### config.mk
export PLATFORM = sky130hd
export DESIGN_NAME = lm70_spi_reader_flat
export DESIGN_NICKNAME = d
export VERILOG_FILES = /design/src/rtl/lm70_spi_reader_if.sv /design/src/rtl/lm70_spi_reader.sv /design/src/flat_wrapper.sv
export SDC_FILE = /design/constraint.sdc
export NUM_CORES = 1
export LEC_CHECK = 0
export ABC_AREA = 1
export ABC_CLOCK_PERIOD_IN_PS = 1800
export BUFFER_PORTS_ARGS = -buffer_cell sky130_fd_sc_hd__buf_2
export CELL_PAD_IN_SITES_DETAIL_PLACEMENT = 0
export CELL_PAD_IN_SITES_GLOBAL_PLACEMENT = 1
export CORE_MARGIN = 10
export CORE_UTILIZATION = 38
export CTS_CLUSTER_DIAMETER = 200
export CTS_CLUSTER_SIZE = 30
export DETAILED_ROUTE_END_ITERATION = 8
export GPL_ROUTABILITY_DRIVEN = 0
export PLACE_DENSITY = 0.82
export SYNTH_ARGS = -nofsm -noshare
export SYNTH_HDL_FRONTEND = slang
export SYNTH_SLANG_ARGS = --single-unit
### constraint.sdc
create_clock -name clk -period 1.8 [get_ports clk]
set_clock_uncertainty 0.15 [all_clocks]
set_input_delay 0.18 -clock clk [delete_from_list [all_inputs] [get_ports clk]]
set_output_delay 0.18 -clock clk [all_outputs]
set_load 0.02 [all_outputs]
### src/rtl/lm70_spi_reader_if.sv
// Sensor-side and result-side signals of the LM70 reader, bundled for the top-level port.
// master = the reader itself, slave = whatever drives ena/sio and consumes the results.
interface lm70_spi_reader_if;
  logic       ena;
  logic       sio;
  logic       cs_n;
  logic       sck;
  logic [7:0] temp_c;
  logic       temp_neg;
  logic       temp_valid;
  logic       frame_err;
  logic       busy;

  modport master (
    input  ena, sio,
    output cs_n, sck, temp_c, temp_neg, temp_valid, frame_err, busy
  );

  modport slave (
    output ena, sio,
    input  cs_n, sck, temp_c, temp_neg, temp_valid, frame_err, busy
  );
endinterface

### src/rtl/lm70_spi_reader.sv
// LM70 temperature reader: polls the sensor over 3-wire SPI and publishes whole-degree results.
// Define LM70_AVG4_EN to publish a running 4-sample average in place of the raw sample.
//
// state | meaning
// IDLE  | cs_n high, sck low, waiting for ena
// SETUP | cs_n low, sck low for one half period before the first edge
// SHIFT | 16 sck pulses, sio captured on each rising edge
// HOLD  | cs_n low, sck low for one half period after the last edge
// GAP   | cs_n high between frames; result published in its first cycle
module lm70_spi_reader #(
  parameter int unsigned SCK_HALF   = 2,  // 1..15
  parameter int unsigned GAP_CYCLES = 8   // 1..255
) (
  input  logic               clk,
  input  logic               rst_n,
  lm70_spi_reader_if.master  bus
);

  typedef enum logic [2:0] {
    ST_IDLE,
    ST_SETUP,
    ST_SHIFT,
    ST_HOLD,
    ST_GAP
  } state_t;

  localparam logic [7:0] SCK_LOAD = 8'(SCK_HALF - 1);
  localparam logic [7:0] GAP_LOAD = 8'(GAP_CYCLES - 1);

  state_t       state_q, state_nx;
  logic [7:0]   cnt_q, cnt_nx;
  logic [4:0]   half_q, half_nx;
  logic         sck_q, sck_nx;
  logic         cs_n_q, cs_n_nx;
  logic [15:0]  sr_q, sr_nx;
  logic         eval;

  logic [7:0]   temp_c_q;
  logic         temp_neg_q;
  logic         temp_valid_q;
  logic         frame_err_q;

  logic         frame_ok;
  logic signed [8:0] sample;
  logic signed [8:0] pub;

  always_ff @(posedge clk) begin
    if (!rst_n) begin
      state_q <= ST_IDLE;
      cnt_q   <= '0;
      half_q  <= '0;
      sck_q   <= 1'b0;
      cs_n_q  <= 1'b1;
      sr_q    <= '0;
    end else begin
      state_q <= state_nx;
      cnt_q   <= cnt_nx;
      half_q  <= half_nx;
      sck_q   <= sck_nx;
      cs_n_q  <= cs_n_nx;
      sr_q    <= sr_nx;
    end
  end

  always_comb begin
    state_nx = state_q;
    cnt_nx   = cnt_q;
    half_nx  = half_q;
    sr_nx    = sr_q;
    eval     = 1'b0;

    case (state_q)
      ST_IDLE: begin
        if (bus.ena) begin
          state_nx = ST_SETUP;
          cnt_nx   = SCK_LOAD;
        end
      end
      ST_SETUP: begin
        if (cnt_q == 8'd0) begin
          state_nx = ST_SHIFT;
          cnt_nx   = SCK_LOAD;
          half_nx  = 5'd0;
        end else begin
          cnt_nx = cnt_q - 8'd1;
        end
      end
      ST_SHIFT: begin
        // half_q counts sck half periods; its LSB is the sck level
        if (cnt_q == 8'd0) begin
          cnt_nx = SCK_LOAD;
          if (half_q == 5'd31) begin
            state_nx = ST_HOLD;
            half_nx  = 5'd0;
          end else begin
            half_nx = half_q + 5'd1;
          end
        end else begin
          cnt_nx = cnt_q - 8'd1;
        end
      end
      ST_HOLD: begin
        if (cnt_q == 8'd0) begin
          state_nx = ST_GAP;
          cnt_nx   = GAP_LOAD;
          eval     = 1'b1;
        end else begin
          cnt_nx = cnt_q - 8'd1;
        end
      end
      ST_GAP: begin
        if (cnt_q == 8'd0) begin
          if (bus.ena) begin
            state_nx = ST_SETUP;
            cnt_nx   = SCK_LOAD;
          end else begin
            state_nx = ST_IDLE;
            cnt_nx   = 8'd0;
          end
        end else begin
          cnt_nx = cnt_q - 8'd1;
        end
      end
      default: begin
        state_nx = ST_IDLE;
        cnt_nx   = 8'd0;
        half_nx  = 5'd0;
      end
    endcase

    cs_n_nx = !((state_nx == ST_SETUP) || (state_nx == ST_SHIFT) || (state_nx == ST_HOLD));
    sck_nx  = (state_nx == ST_SHIFT) && half_nx[0];

    if (sck_nx && !sck_q)
      sr_nx = {sr_q[14:0], bus.sio};
  end

  assign frame_ok = (sr_q[4:2] == 3'b111);
  assign sample   = $signed(sr_q[15:7]);

`ifdef LM70_AVG4_EN
  logic signed [8:0]  hist0_q, hist1_q, hist2_q;
  logic               primed_q;
  logic signed [10:0] sum;

  // sum of the new sample and the three previous accepted samples
  assign sum = {{2{sample[8]}},  sample}  + {{2{hist0_q[8]}}, hist0_q} +
               {{2{hist1_q[8]}}, hist1_q} + {{2{hist2_q[8]}}, hist2_q};

  always_comb begin
    pub = sample;
    if (primed_q)
      pub = sum[10:2];
  end

  always_ff @(posedge clk) begin
    if (!rst_n) begin
      hist0_q  <= '0;
      hist1_q  <= '0;
      hist2_q  <= '0;
      primed_q <= 1'b0;
    end else if (eval && frame_ok) begin
      primed_q <= 1'b1;
      if (!primed_q) begin
        hist0_q <= sample;
        hist1_q <= sample;
        hist2_q <= sample;
      end else begin
        hist0_q <= sample;
        hist1_q <= hist0_q;
        hist2_q <= hist1_q;
      end
    end
  end
`else
  assign pub = sample;
`endif

  always_ff @(posedge clk) begin
    if (!rst_n) begin
      temp_c_q     <= '0;
      temp_neg_q   <= 1'b0;
      temp_valid_q <= 1'b0;
      frame_err_q  <= 1'b0;
    end else begin
      temp_valid_q <= eval && frame_ok;
      frame_err_q  <= eval && !frame_ok;
      if (eval && frame_ok) begin
        temp_neg_q <= pub[8];
        temp_c_q   <= pub[8] ? 8'd0 : pub[7:0];
      end
    end
  end

  assign bus.cs_n       = cs_n_q;
  assign bus.sck        = sck_q;
  assign bus.temp_c     = temp_c_q;
  assign bus.temp_neg   = temp_neg_q;
  assign bus.temp_valid = temp_valid_q;
  assign bus.frame_err  = frame_err_q;
  assign bus.busy       = (state_q != ST_IDLE);

endmodule

### src/flat_wrapper.sv
// flat-port wrapper written by rule: the top's interface ports become plain ports
module lm70_spi_reader_flat 
#(
  parameter int unsigned SCK_HALF   = 2,          
  parameter int unsigned GAP_CYCLES = 8            
)
  (clk, rst_n, bus_ena, bus_sio, bus_cs_n, bus_sck, bus_temp_c, bus_temp_neg, bus_temp_valid, bus_frame_err, bus_busy);
  lm70_spi_reader_if bus_i ();
  input  logic clk;
  input  logic rst_n;
  input wire logic [$bits(bus_i.ena)-1:0] bus_ena;
  input wire logic [$bits(bus_i.sio)-1:0] bus_sio;
  output wire logic [$bits(bus_i.cs_n)-1:0] bus_cs_n;
  output wire logic [$bits(bus_i.sck)-1:0] bus_sck;
  output wire logic [$bits(bus_i.temp_c)-1:0] bus_temp_c;
  output wire logic [$bits(bus_i.temp_neg)-1:0] bus_temp_neg;
  output wire logic [$bits(bus_i.temp_valid)-1:0] bus_temp_valid;
  output wire logic [$bits(bus_i.frame_err)-1:0] bus_frame_err;
  output wire logic [$bits(bus_i.busy)-1:0] bus_busy;
  assign bus_i.ena = bus_ena;
  assign bus_i.sio = bus_sio;
  assign bus_cs_n = bus_i.cs_n;
  assign bus_sck = bus_i.sck;
  assign bus_temp_c = bus_i.temp_c;
  assign bus_temp_neg = bus_i.temp_neg;
  assign bus_temp_valid = bus_i.temp_valid;
  assign bus_frame_err = bus_i.frame_err;
  assign bus_busy = bus_i.busy;
  lm70_spi_reader #(.SCK_HALF(SCK_HALF), .GAP_CYCLES(GAP_CYCLES)) u_core (.clk(clk), .rst_n(rst_n), .bus(bus_i));
endmodule
==> results_dict.tcl <==
set metrics [dict create \
    status "finished clean" \
    io_buffers 17 \
    cts_root_buffer "clkbuf_8" \
    synth.distinct_cells 26 \
    initial_core_util 0.3872 \
    ir_drop_v 0.0006473 \
    syn2layout_area_growth_pct 28.46 \
    fmax_mhz 576.7 \
    crit_fanout 8 \
    placementRows 27 \
    cts.sinks 45 \
    h-tree-depth 2 \
    grt_max_degree 19 \
    worstSetupStartpointType "flip-flop" \
    clock_path_buffers 2 \
    crit_arrival_ns 1.83 \
    firstDrtPassIters 4 \
    routedWlPerCell_um 11.60 \
    worstMarginPinSlew_ns 0.4619 \
    tns_ns 0 \
    drc 0 \
    syn_inst 314 \
    synth_fp_nets 321 \
    synth_warnings 0 \
    synth-seq-cells 45 \
    setup_violations 0 \
    viasPerCell 4.664 \
    endpoint_kind "flip-flop" \
    timing_hold_violations_final 0 \
    cts_tree "yes" \
    stdcell_area_um2 2705 \
    avgSynthCellArea_um2 6.706 \
    worstPathRequired_ns 1.89 \
    leakage_nw 1.250 \
    hold_path_class "input port to flip-flop" \
    ys_seq_area_frac 0.4278 \
    drv_slew 0 \
    drt_iter0_drc 66 \
    clk_latency_ns 0.30 \
    instances_no_fill 425 \
    hpwl_um 3316 \
    clk_pin_slew_ns 0.09 \
    antenna_found_initial 0 \
    dr_total_vias 1982 \
    die_h_um 94.44 \
    max-slew-margin-rel 0.6917 \
    ant_nets 0 \
    grt_pass1_vias 1940 \
    rsz0062_at_grt "yes" \
    crit_type "flip-flop to flip-flop" \
    utilization 0.4974 \
    nets 359 \
    min_period_ns 1.734 \
    die_area_um2 8919 \
    io_pins 18 \
    cap_violations 0 \
    grt_pass1_wl_um 8611 \
    fp.coreArea_um2 5439 \
    track_usage 0.1180 \
    cts_buffers 5 \
    netlist_area_um2 2106 \
    whs_ns 0.07061 \
    dpl_cell_area_um2 2356 \
    antennaDiodeCount 0 \
    wl_um 4932 \
    die_w_um 94.44 \
    grt.overflow.total 0 \
    power.density_nw_per_um2 1562 \
    fin_crit_sh 0.9633 \
    dp.cells 410 \
    layout-drive-gt1-share 0.2861 \
]
==> worst max-delay path, cell delays in order (launching register included) <==
cell and delay [ns]:
dfxtp_2 0.34, ha_4 0.16, nand2_4 0.05, nor2_2 0.04, ha_2 0.18, inv_2 0.06, nand2_2 0.06, nand3_4 0.07
nand4_4 0.15, buf_6 0.19, nand2_1 0.06, nand2_1 0.04, nor2_1 0.11
==> state kept, by name, indices dropped and copies added, names as in the netlist <==
signal	count
u_core.state_q	3
u_core.bus.temp_neg	1
u_core.cnt_q	8
u_core.bus.temp_valid	1
u_core.bus.cs_n	1
u_core.bus.sck	1
u_core.bus.frame_err	1
u_core.half_q	5
u_core.bus.temp_c	8
u_core.sr_q	16
==> layer usage <==
metal | track usage | share of wire | vias up
met5 | 0 | 0 | -
met4 | 0.04051 | 0.012 | 0
met3 | 0.02776 | 0.035 | 8
met2 | 0.2082 | 0.49 | 24
met1 | 0.1359 | 0.46 | 910
li1 | - | - | 1040
==> final timing paths <==
check,cells past startpoint,slack (ns),from,end
setup / recovery,12,0.07,u_core.half_q[1],u_core.sr_q[14]
hold reg to reg,2,0.31,u_core.bus.temp_c[6],u_core.bus.temp_c[6]
setup reg to reg,12,0.07,u_core.half_q[1],u_core.sr_q[14]
hold / removal,3,0.07,bus_ena,u_core.state_q[0]
==> synthesized netlist by cell type (all sizes together) <==
cell type / instances / area, um^2
a211oi: 1 / 7.510
a21oi: 21 / 105.1
buf: 4 / 31.27
clkbuf: 3 / 11.26
dfxtp: 45 / 900.9
ha: 3 / 37.54
inv: 43 / 161.4
nand2: 99 / 379.1
nand3: 18 / 95.09
nand3b: 1 / 7.510
nand4: 1 / 21.27
nor2: 59 / 254.0
nor3: 5 / 30.03
nor3b: 1 / 7.510
nor4: 1 / 6.260
o21ai: 7 / 35.03
or2: 1 / 6.260
xor2: 1 / 8.760
==> layout by cell type (no fill, tap or decap), drive strengths merged <==
master / count
ha: 3
nand4: 1
or2: 1
clkbuf: 6
dfxtp: 45
nand2: 99
bufinv: 1
xor2: 1
clkinv: 1
nor3: 5
nor2: 59
a211oi: 1
buf: 37
dlygate4sd3: 1
inv: 43
o21ai: 7
a21oi: 21
nand3: 18
nand3b: 1
nor4: 1
nor3b: 1
==> stage by stage <==
stage | setup slack, ns | total power [mW]
2_1_floorplan | 0.04030 | 2.649
3_5_place_dp | -0.02683 | 3.216
3_3_place_gp | 0.04269 | 3.225
4_1_cts | 0.001520 | 4.189
5_1_grt | -0.05455 | 4.597
6_report | 0.06599 | 4.226
==> where the power goes <==
part	internal [mW]	switching (mW)
Sequential	1.18	0.167
Combinational	0.804	1.30
Clock	0.417	0.364
Total	2.40	1.83
==> repair_timing <==
item                                    4_1_cts  5_1_grt
endpoints found under the setup margin       16       28
setup buffers                                 5        2
hold buffers                                  1        0
hold endpoints to repair                      1        0
pin swaps                                     5        9
gates cloned                                  3        0
gates resized for setup                      18       38
==> area by class of cell <==
class / instances / area (um^2)
well taps: 72 / 90.09
repair buffers: 38 / 269.0
flip-flops and latches: 45 / 904.6
inverters: 43 / 161.4
clock buffers: 6 / 72.57
fillers: 568 / 2734
multi-input cells: 219 / 1169
clock inverters: 2 / 38.79
==> cell families after synthesis <==
group | after synthesis | share of synthesized area
XOR/XNOR | 1 | 0.004160
adder cells (fa/ha/maj) | 3 | 0.01783
flip-flops | 45 | 0.4278
AO/OA/AOI/OAI | 29 | 0.07011
buffers and inverters | 50 | 0.09685
AND/OR/NAND/NOR | 186 | 0.3833
No activity file was read; power rests on OpenSTA's default activity.
